`config.mk`:
```
export PLATFORM = sky130hd
export DESIGN_NAME = dds_config_scheduler
export DESIGN_NICKNAME = d
export VERILOG_FILES = /design/src/rtl/dds_cfg_pkg.sv /design/src/rtl/rr_arbiter.sv /design/src/rtl/dds_config_scheduler.sv
export SDC_FILE = /design/constraint.sdc
export NUM_CORES = 1
export LEC_CHECK = 0
export ABC_AREA = 1
export BUFFER_PORTS_ARGS = -buffer_cell sky130_fd_sc_hd__clkbuf_2
export CORE_UTILIZATION = 50
export DETAILED_ROUTE_END_ITERATION = 12
export GPL_TIMING_DRIVEN = 0
export PLACE_DENSITY = 0.79
export SYNTH_ARGS = -nofsm -noshare
export SYNTH_HDL_FRONTEND = slang
export SYNTH_SLANG_ARGS = --single-unit
```
`constraint.sdc`:
```
create_clock -name aclk -period 2.24 [get_ports aclk]
set_input_delay 0.336 -clock aclk [delete_from_list [all_inputs] [get_ports aclk]]
set_output_delay 0.336 -clock aclk [all_outputs]
set_load 0.005 [all_outputs]
```
`src/rtl/dds_cfg_pkg.sv`:
```
// Shared constants and FSM state type for the DDS configuration scheduler.
package dds_cfg_pkg;

    localparam int DIN_WIDTH_DEF = 32;
    localparam int NUM_CH_DEF    = 4;
    localparam int CH_BITS_DEF   = 2;

    typedef enum logic {
        IDLE = 1'b0,
        SEND = 1'b1
    } state_t;

endpackage

```
`src/rtl/rr_arbiter.sv`:
```
// Combinational round-robin arbiter: searches from last_grant+1 upward with wrap.
module rr_arbiter #(
    parameter int NUM_CH  = 4,
    parameter int CH_BITS = 2
) (
    input  logic [NUM_CH-1:0]  req,
    input  logic [CH_BITS-1:0] last_grant,
    output logic [CH_BITS-1:0] grant,
    output logic               any_req
);

    always_comb begin
        int                 idx_int;
        logic [CH_BITS-1:0] idx;
        grant   = '0;
        any_req = 1'b0;
        idx_int = 0;
        idx     = '0;
        for (int k = 1; k <= NUM_CH; k++) begin
            idx_int = (int'(last_grant) + k) % NUM_CH;
            idx     = CH_BITS'(idx_int);
            if (!any_req && req[idx]) begin
                any_req = 1'b1;
                grant   = idx;
            end
        end
    end

endmodule

```
`src/rtl/dds_config_scheduler.sv`:
```
// Tracks per-channel config words and serialises owed updates onto one
// shared AXI-Stream DDS config port using round-robin arbitration.
module dds_config_scheduler
    import dds_cfg_pkg::*;
#(
    parameter int DIN_WIDTH = DIN_WIDTH_DEF,
    parameter int NUM_CH    = NUM_CH_DEF,
    parameter int CH_BITS   = CH_BITS_DEF
) (
    input  logic                        aclk,
    input  logic                        areset,
    input  logic [NUM_CH*DIN_WIDTH-1:0] data_in,
    input  logic                        m_axis_tready,
    output logic [DIN_WIDTH-1:0]        m_axis_tdata,
    output logic [CH_BITS-1:0]          m_axis_tuser,
    output logic                        m_axis_tvalid,
    output logic [NUM_CH-1:0]           pending
);

    state_t                 state_q, state_d;
    logic [DIN_WIDTH-1:0]   in_reg_q   [NUM_CH];
    logic [DIN_WIDTH-1:0]   sent_reg_q [NUM_CH];
    logic [DIN_WIDTH-1:0]   sent_reg_d [NUM_CH];
    logic [NUM_CH-1:0]      force_q, force_d;
    logic [CH_BITS-1:0]     last_grant_q, last_grant_d;
    logic [DIN_WIDTH-1:0]   tdata_q, tdata_d;
    logic [CH_BITS-1:0]     tuser_q, tuser_d;
    // Blocks arbitration on the first cycle out of reset, while in_reg still
    // holds the reset zeros instead of the live bus values.
    logic                   init_q;
    logic [CH_BITS-1:0]     grant;
    logic                   any_req;

    always_comb begin
        pending = '0;
        for (int i = 0; i < NUM_CH; i++) begin
            pending[i] = (in_reg_q[i] != sent_reg_q[i]) || force_q[i];
        end
    end

    rr_arbiter #(
        .NUM_CH  (NUM_CH),
        .CH_BITS (CH_BITS)
    ) u_arb (
        .req        (pending),
        .last_grant (last_grant_q),
        .grant      (grant),
        .any_req    (any_req)
    );

    always_comb begin
        state_d      = state_q;
        last_grant_d = last_grant_q;
        tdata_d      = tdata_q;
        tuser_d      = tuser_q;
        force_d      = force_q;
        sent_reg_d   = sent_reg_q;
        case (state_q)
            IDLE: begin
                if (!init_q && any_req) begin
                    state_d           = SEND;
                    last_grant_d      = grant;
                    tdata_d           = in_reg_q[grant];
                    tuser_d           = grant;
                    sent_reg_d[grant] = in_reg_q[grant];
                    force_d[grant]    = 1'b0;
                end
            end
            SEND: begin
                if (m_axis_tready) begin
                    state_d = IDLE;
                end
            end
            default: state_d = IDLE;
        endcase
    end

    always_ff @(posedge aclk) begin
        if (areset) begin
            state_q      <= IDLE;
            force_q      <= '1;
            last_grant_q <= CH_BITS'(NUM_CH - 1);
            tdata_q      <= '0;
            tuser_q      <= '0;
            init_q       <= 1'b1;
            for (int i = 0; i < NUM_CH; i++) begin
                in_reg_q[i]   <= '0;
                sent_reg_q[i] <= '0;
            end
        end else begin
            state_q      <= state_d;
            force_q      <= force_d;
            last_grant_q <= last_grant_d;
            tdata_q      <= tdata_d;
            tuser_q      <= tuser_d;
            init_q       <= 1'b0;
            for (int i = 0; i < NUM_CH; i++) begin
                in_reg_q[i]   <= data_in[i*DIN_WIDTH +: DIN_WIDTH];
                sent_reg_q[i] <= sent_reg_d[i];
            end
        end
    end

    assign m_axis_tvalid = (state_q == SEND);
    assign m_axis_tdata  = tdata_q;
    assign m_axis_tuser  = tuser_q;

endmodule

```
# After elaboration in Yosys (flattened, before gate mapping)
# Memories as Yosys holds them, arrays and structs flattened.
# Cells that the tools add are included.
# word_totals
ff_bits	170
ramBits	128
output_inout_bits	39
wordCells	81
memories	1
# memory_table
name	words	word_bits	read_ports	rd_ports_with_merged_regs	write_ports	line_no	rtl
in_reg_q	4	32	5	0	4	dds_config_scheduler.sv:21	logic [DIN_WIDTH-1:0] in_reg_q [NUM_CH];
# op_classes
add_sub_neg	4
order_cmp	8
eq_ne	4
mux	31
n_bitwise	8
reduce_logical	15
# ops
cell	count
2-to-1 mux 32 bit	5
bitwise mux 128 bit	1
inequality test 32 bit	4
demux 32 bit (select 2 bit)	1
< comparator 2 x 3 -> 1 bit, second input constant	5
2-to-1 mux 1 bit	14
binary-select mux 1 bit (select 2 bit)	4
2-to-1 mux 2 bit	4
logical AND 1 bit	6
adder 2 x 1 -> 2 bit, second input constant	2
adder 2 bit, second input constant	2
AND 4 bit	1
zero test 1 bit	4
logical OR 1 bit	4
NOT 4 bit	1
bitwise OR 1 bit	4
greater-or-equal comparator 3 bit, second input constant	1
< comparator 3 x 1 -> 1 bit, second input constant	1
NOT 2 -> 3 bit	1
demux 1 bit (select 2 bit)	1
greater-or-equal comparator 2 x 1 -> 1 bit, second input constant	1
case mux 1 bit (2 select lines)	1
AND reduction 2 bit	1
NOT 1 bit	1

# Longest topological paths before layout
# Gate-level depths: netlist of run 1.
# depth
word_depth	20
depth_mapped	25
depth_no_buf	23

# Modules after synthesis
# From an unflattened synthesis of run 1, not the netlist that was laid out.
# unflattened
hier_cells	1861
hier_area_um2	12737.2
# modules_own_cells
module	n_inst	cells_each	area_per_inst_um2
dds_config_scheduler	1	1809	12465.7
rr_arbiter	1	52	271.5

# Least setup slack after synthesis of run 1
# No wires, ideal clock.
# synth_path
path_type	register to register
from	memory in_reg_q[1][21] in the netlist's numbering
to	register tdata_q[13] (netlist: m_axis_tdata[13]), read port of in_reg_q
arrival_time_ps	2247
required_time_ps	2131
slack_ps	-116
path_stages_with_launch	23
path_buffers	1
synth_period_minus_slack_ps	2356
path_cell_list	dfxtp_1 -> inv_1 -> nand2_1 -> nand2_1 -> nor2_1 -> nand2_1 -> nor2_1 -> nand2_1 -> nor2_2 -> nand2_2 -> nand2_1 -> nand2_2 -> o21ai_2 -> nand2_2 -> nor2_4 -> nand2_2 -> nand2_4 -> inv_2 -> buf_2 -> nand2_1 -> nand3_1 -> nand2_1 -> inv_1
# synth_lines
item	line_no	rtl
start: declaration	dds_config_scheduler.sv:21	
end: declaration	dds_config_scheduler.sv:26	logic [DIN_WIDTH-1:0] tdata_q, tdata_d;

# Worst setup path after layout of run 1
# layout_path
from	register sent_reg_q[65] in the netlist's numbering
to	register sent_reg_q[32] in the netlist's numbering
# layout_via
elab_chain_cells	20
elab_cells_between_ends	34
classes_between	order compare (2); eq/ne (1); mux (19); bitwise (1); reduce/logical (10); memory (1)
# layout_rtl
item	line_no	rtl
start: declaration	dds_config_scheduler.sv:22	logic [DIN_WIDTH-1:0] sent_reg_q [NUM_CH];
start signal: indexed assignment	dds_config_scheduler.sv:99	sent_reg_q[i] <= sent_reg_d[i];
inequality test 32 bit (*)	dds_config_scheduler.sv:37	pending[i] = (in_reg_q[i] != sent_reg_q[i]) || force_q[i];
logical OR 1 bit (*)	dds_config_scheduler.sv:37	
binary-select mux 1 bit (select 2 bit)	rr_arbiter.sv:22	if (!any_req && req[idx]) begin
2-to-1 mux 1 bit (implied by the code)	rr_arbiter.sv:22	
2-to-1 mux 1 bit	rr_arbiter.sv:22	
zero test 1 bit	rr_arbiter.sv:22	
logical AND 1 bit	rr_arbiter.sv:22	
2-to-1 mux 1 bit	rr_arbiter.sv:22	
[4 not listed]	-	
logical AND 1 bit	rr_arbiter.sv:22	
2-to-1 mux 2 bit	rr_arbiter.sv:22	
NOT 2 -> 3 bit (implied by the code)	dds_config_scheduler.sv:65	sent_reg_d[grant] = in_reg_q[grant];
greater-or-equal comparator 3 bit (implied by the code) / < comparator 3 x 1 -> 1 bit (equally long branches)	dds_config_scheduler.sv:65	
logical AND 1 bit (implied by the code)	dds_config_scheduler.sv:65	
2-to-1 mux 32 bit (implied by the code)	dds_config_scheduler.sv:65	
demux 32 bit (select 2 bit)	dds_config_scheduler.sv:65	
bitwise mux 128 bit	dds_config_scheduler.sv:65	
# Mark *: on every way between the ends. The rest lies on a longest branch, timed or not. The select of a mux whose other input is x is not followed.
# A chain may end at the register's enable or synchronous reset.

==> run metrics, run 1 <==
Fill cells roughly 2200; MaxCap Viol Count 0; Max clock buf depth 3; Initial Utilization 51.0%; Clock transition at path regs 0.06 ns; Final GP Congestion 0.936; Syn-to-layout area delta 35.8%; chip width between 150 and 200 um; sequential share of the synthesized area about two fifths; clock root buffer master clkbuf_16; Synth Area in Adders 0%; DR DRC count 0; Synth Area in Compound Gates 5.82%; WHS -0.00343 ns; Max-slew headroom 39.6%; Multi-input gate area 7260 sq um; crit end category flop; Setup CP Type reg2reg; Power Density approximately 820 nW/um^2; count of final setup violators 173; core region area 27900 sq um; via count 15406; Total GRT Usage 31.3%; largest net degree at the start of global routing 14; syn nets 2369; Int Power between 10 and 15 mW; R2R Setup Slk -0.96 ns; Detail Placement HPWL between 30000 and 40000 um; pre-CTS setup slack -0.965 ns; fin crit period 3.20 ns; Final Max Tran Viols 0; crit path max fanout 7; GRT Residual Overflow 0; Worst Tran Pin Value approximately 0.9 ns; RSZ-0062 raised after global routing true; Initial DRT Pass Iterations 9; skew final 0.0307 ns; vias per inst roughly 5.3; CP arrival 3.59 ns; Unique masters post-synth 32; H-tree depth 2; Die Span Y 171 um; Clk pwr share ~36%; Comb pwr share roughly 25%; Hold WC Path Type in2reg; critical path startpoint category flop; Synth Instances ~2200; Simple-Gate Fraction of Synth Area approximately a third; std cell rows 61; Final Core Density between 60 and 70%; most frequent cells in the layout nand2_1 (475), inv_1 (466), dfxtp_1 (260); n_diodes 0; fmax approximately 310 MHz; maximum vdd ir drop between 0.0004 and 0.0005 V; mux contribution to synthesized area 0%; LEAKAGE between 10 and 15 nW; drt wl/cell 16.9 um; Final Routed Wirelength about 49000 um; YS warnings 0; Syn Std Cell Area between 10000 and 15000 sq um; Tot Pwr around 16 mW; layout cells sized above 1 between 20% and 30%; DRT antenna net count 0; syn_area_per_cell between 6 and 7 sq um; Clock Sinks roughly 300; #FFs+latches synth 298; # IOs between 150 and 200; CTS tree done; drt initial violations 1691; CP Data Required Time between 2 and 3 ns; Tcrit/Tclk final 143%; sequential share of power a little under two fifths; commonest non-fill, non-tap cell in the layout nand2_1; Switch Pwr 5.05 mW; total CTS buffers 34; register area 6010 sq um; Nets ~2700; sw frac a little under a third; first-pass GRT wire length between 70000 and 80000 um; largest family of logic cells by synthesized area simple AND/OR/NAND/NOR gates; violated checks negative hold slack, negative setup slack; PortBufs approximately 170; vias in the first global route 13849; worst-skew pair later-pin latency ~0.53 ns; initial antenna violation count 0; die area ~29000 sq um; final worst slack -0.961 ns; Final Hold Viols 1; Synth Area in XOR/XNOR under 10%; status finished with violations
## logic make-up (layout without fill, tap and decap cells)
family	Yosys count	after routing
AND/OR/NAND/NOR	1173	1173
buffers and inverters	574	879
flip-flops	298	298
AO/OA/AOI/OAI	161	161
XOR/XNOR	32	32
## final timing paths
check | from | to | cells past startpoint
setup / recovery | sent_reg_q[65]$_SDFFE_PP0P_ | sent_reg_q[32]$_SDFFE_PP0P_ | 24
hold / removal | data_in[52] | in_reg_q[1][20]$_SDFF_PP0_ | 3
setup reg to reg | sent_reg_q[65]$_SDFFE_PP0P_ | sent_reg_q[32]$_SDFFE_PP0P_ | 24
hold reg to reg | force_q[3]$_SDFFE_PP1P_ | force_q[3]$_SDFFE_PP1P_ | 2
## layout make-up
cell class,instances,area share [%]
tap,378,2.44
clock inverter,8,0.524
timing repair buffer,246,9.22
sequential,298,31.1
multi-input combinational,1366,37.5
inverter,482,9.44
buffer,92,4.35
clock buffer,51,5.42
## metal layers
metal	track usage [%]	up-vias	share of wire (%)
met3	5.14	265	11
met4	14.8	0	5.9
met2	50.1	1009	45
li1	-	7209	-
met5	0	-	0
met1	41.1	6923	39
## state kept, by name (all words and copies together), names as in the netlist
signal         flops
m_axis_tvalid      1
init_q             1
in_reg_q         128
m_axis_tuser       2
sent_reg_q       128
last_grant_q       2
m_axis_tdata      32
force_q            4
## critical path, stage by stage, from the launching register on
cell and delay (ns):
dfxtp_1 0.37, inv_1 0.08, nand2_1 0.07, nand2_1 0.05, nor2_1 0.14, nand2_1 0.07, nor2_1 0.11, nand2_1 0.12
nor2_4 0.22, nand2_4 0.10, nand2_2 0.07, nand2_2 0.06, o21ai_2 0.19, nand2_2 0.10, nor2_4 0.12, nand2_4 0.09
buf_12 0.15, nand2_8 0.10, buf_4 0.13, nand3_4 0.14, clkinv_8 0.17, buf_8 0.14, nand3_1 0.12, nand2_1 0.09
inv_1 0.06
## metrics by stage
stage / setup TNS, ns / instances / instance area, sq um
2_1_floorplan: -11.10 / 2238 / 14500
3_3_place_gp: -114.62 / 2785 / 15900
3_5_place_dp: -127.88 / 2785 / 15900
4_1_cts: -88.18 / 2907 / 18600
5_1_grt: -153.66 / 2921 / 19300
6_report: -137.35 / 2921 / 19300
## cells in the mapped netlist (all sizes together)
master,n,area share (%)
a21oi,131,4.6
nand4,4,0.18
xnor2,28,1.7
o211ai,2,0.11
a21boi,1,0.079
nand2,633,17
dfxtp,298,42
clkbuf,38,1.0
o22ai,7,0.31
or2,5,0.22
inv,482,13
nand3,251,9.0
nand3b,4,0.21
o21ai,20,0.73
buf,54,2.4
xor2,4,0.25
nor2,276,7.5
## power groups by stage
stage                     combinational, mW  clock (mW)  sequential [mW]
after CTS                              3.49        5.74             6.00
after global placement                 2.79           0             6.10
after floorplan                        2.02           0             6.03
final                                  4.02        5.74             6.04
after global routing                   4.28        6.02             6.07
after detailed placement               2.84           0             6.11
## timing repair
action | in CTS | in global routing
gates cloned | 8 | 7
setup endpoints to repair | 170 | 173
buffers inserted | 33 | 6
gates resized for setup | 255 | 163
hold endpoints to repair | 22 | 1
hold buffers | 22 | 1
pin swaps | 32 | 32
Note: power is estimated with default switching activity, not from simulation.
==> run 2: changes to the inputs <==
--- a/config.mk
+++ b/config.mk
@@ -6,11 +6,13 @@
 export NUM_CORES = 1
 export LEC_CHECK = 0
 export ABC_AREA = 1
-export BUFFER_PORTS_ARGS = -buffer_cell sky130_fd_sc_hd__clkbuf_2
-export CORE_UTILIZATION = 50
+export BUFFER_PORTS_ARGS = -buffer_cell sky130_fd_sc_hd__buf_2
+export CELL_PAD_IN_SITES_DETAIL_PLACEMENT = 0
+export CELL_PAD_IN_SITES_GLOBAL_PLACEMENT = 2
+export CORE_UTILIZATION = 28
 export DETAILED_ROUTE_END_ITERATION = 12
 export GPL_TIMING_DRIVEN = 0
-export PLACE_DENSITY = 0.79
+export PLACE_DENSITY = 0.81
 export SYNTH_ARGS = -nofsm -noshare
 export SYNTH_HDL_FRONTEND = slang
 export SYNTH_SLANG_ARGS = --single-unit
==> run 2 against run 1 <==
The flow finishes with violations (negative setup slack). Highest routed layer unchanged. Cell count increased by 14%. Clock-buffer cell count fell by 1. Largest power group unchanged. Sequential share of layout area shrank 2.7 points. Via count is 6.3% lower. Critical path depth is 2 lower.
==> run metrics, run 2 (synthesis gave the netlist of run 1 again) <==
GRT Residual Overflow 0; setup_tns -103.21 ns; status finished with violations; DR DRC count 0; Total GRT Usage approximately 20%; Final Max Tran Viols 0; largest net degree at the start of global routing 13; drt wl/cell ~16 um; WHS 0.0140 ns; Hold Path Cell Cnt 3; most frequent cells in the layout inv_1 (462), nand2_1 (461), dfxtp_1 (256); Tcrit/Tclk final 130%; crit end category flop; H-tree depth 2; Int Power 10.8 mW; chip width about 230 um; Power Density approximately 750 nW/um^2; DRT antenna net count 0; vias in the first global route between 10000 and 15000; FF-to-FF Start in_reg_q[1][17]$_SDFF_PP0_; Top Usage Layer GRT met2; via count between 10000 and 15000; Initial DRT Pass Iterations 5; Reg-to-Reg End sent_reg_q[82]$_SDFFE_PP0P_; fmax around 340 MHz; drt initial violations 835; critical path startpoint category flop; count of final setup violators between 150 and 200; clock root buffer master clkbuf_16; n_diodes 0; Syn-to-layout area delta 49.1%; maximum vdd ir drop between 0.0004 and 0.0005 V; Final Routed Wirelength about 53000 um; worst reg2reg path depth 22; sequential share of power between 30 and 40%; met2 global-route usage 33.3%; # IOs 170; Clock transition at path regs approximately 0.060 ns; Clk pwr share 36.0%; Switch Pwr about 5.2 mW; Final Hold Viols 0; Buf/Inv on CP 4; Hold EP in_reg_q[3][2]$_SDFF_PP0_; CP top delay family simple AND/OR/NAND/NOR gates; Worst Tran Pin Value ~0.86 ns; Die Span Y approximately 230 um; RSZ-0062 raised after global routing true; Max-slew headroom 42.9%; CTS tree done; first-pass GRT wire length 78400 um; pre-CTS setup slack -1.09 ns; Tot Pwr about 16 mW; std cell rows approximately 80; slowest CP cell dfxtp_1; CP arrival roughly 3.4 ns; final worst slack -0.677 ns; sw frac between 30 and 40%; violated checks negative setup slack; Clock Sinks between 200 and 300; grt met1 use between 20 and 30%; crit path max fanout 9; Setup CP Type reg2reg; Nets ~2800; Initial Utilization between 20 and 30%; worst-skew pair later-pin latency 0.56 ns; fin crit period 2.92 ns; WP depth 22; Comb pwr share a little over a quarter; Critical Path Max Stage Delay 0.36 ns; commonest non-fill, non-tap cell in the layout inv_1; CP Data Required Time 2.72 ns; LEAKAGE ~11 nW; total CTS buffers 36; R2R Setup Slk -0.68 ns; Hold WC Path Type in2reg; vias per inst 4.35; MaxCap Viol Count 0; grt met3 use 2.70%; Detail Placement HPWL 37800 um; skew final approximately 0.021 ns; CP Launch Point in_reg_q[1][17]$_SDFF_PP0_; core region area approximately 50000 sq um; die area between 50000 and 60000 sq um; Final GP Congestion between 0.8 and 0.9; initial antenna violation count 0; PortBufs roughly 170; layout cells sized above 1 between 20% and 30%; Worst path most repeated cell nand2_2; Max clock buf depth 3; Worst Hold Launch data_in[98]; cells along the critical path or2_0 > nand2_1 > nor2_1 > nand3_1 > nor2_4 > nand2_4 > nand2_2 > nand2_2 > o21ai_4 > nand2_2 > nor2_4 > nand2_4 > buf_6 > nand2_8 > buf_16 > clkbuf_16 > nand2_2 > nand2_2 > nand2_4 > nand3_2 > nand2_1 > inv_1
[run 2: power by group through the flow]
stage               registers (mW)  clock network, mW  logic, mW
floorplan                     6.03                  0       2.02
global placement              6.12                  0       2.95
detailed placement            6.13                  0       2.96
CTS                           6.02               5.91       3.80
global route                  6.08               6.13       4.60
finish                        6.03               5.77       4.21
[run 2: worst register-to-register path: stages (launching register included)]
cell and delay, ns:
dfxtp_1 0.36, or2_0 0.13, nand2_1 0.05, nor2_1 0.19, nand3_1 0.16, nor2_4 0.23
nand2_4 0.08, nand2_2 0.06, nand2_2 0.07, o21ai_4 0.15, nand2_2 0.09, nor2_4 0.15
nand2_4 0.09, buf_6 0.14, nand2_8 0.10, buf_16 0.20, clkbuf_16 0.19, nand2_2 0.05
nand2_2 0.07, nand2_4 0.11, nand3_2 0.11, nand2_1 0.05, inv_1 0.05
[run 2: layout make-up]
class	instances	area [sq um]
plain buffers	91	925
clock buffers	50	1010
clock inverters	13	130
fillers	5252	28900
inverters	482	1830
multi-input cells	1366	7590
flip-flops and latches	298	6020
well taps	672	841
repair buffers	347	2880
[run 2: stage by stage]
stage	util [%]	cell area, sq um	cells
detailed placement	32.3	16200	3079
floorplan	-	14500	2238
global placement	32.3	16200	3079
finish	42.3	21200	3319
global route	42.3	21200	3319
CTS	40.4	20300	3309
[run 2: how the worst max path moves through the flow]
stage / endpoint / slack (ns)
2_1_floorplan: sent_reg_q[11]$_SDFFE_PP0P_ / -0.09
3_3_place_gp: sent_reg_q[82]$_SDFFE_PP0P_ / -1.13
3_5_place_dp: sent_reg_q[85]$_SDFFE_PP0P_ / -1.09
4_1_cts: m_axis_tdata[24]$_SDFFE_PP0P_ / -0.65
5_1_grt: sent_reg_q[82]$_SDFFE_PP0P_ / -0.91
6_report: sent_reg_q[82]$_SDFFE_PP0P_ / -0.68
[run 2: per-layer routing]
metal  wire, um  vias up  part of all wire (%)
met5          0        -                     0
met4       1080        0                   2.1
met3       2380       66                   4.5
met2      24700      322                    47
met1      24600     6646                    47
li1           -     7409                     -
[run 2: what timing repair did]
item                                    CTS  global route
endpoints found under the hold margin   110             0
setup buffers                            45             6
endpoints found under the setup margin  173           173
gates resized for setup                 320           204
hold buffers                            110             0
pin swaps                                37            41
gates cloned                             12             7
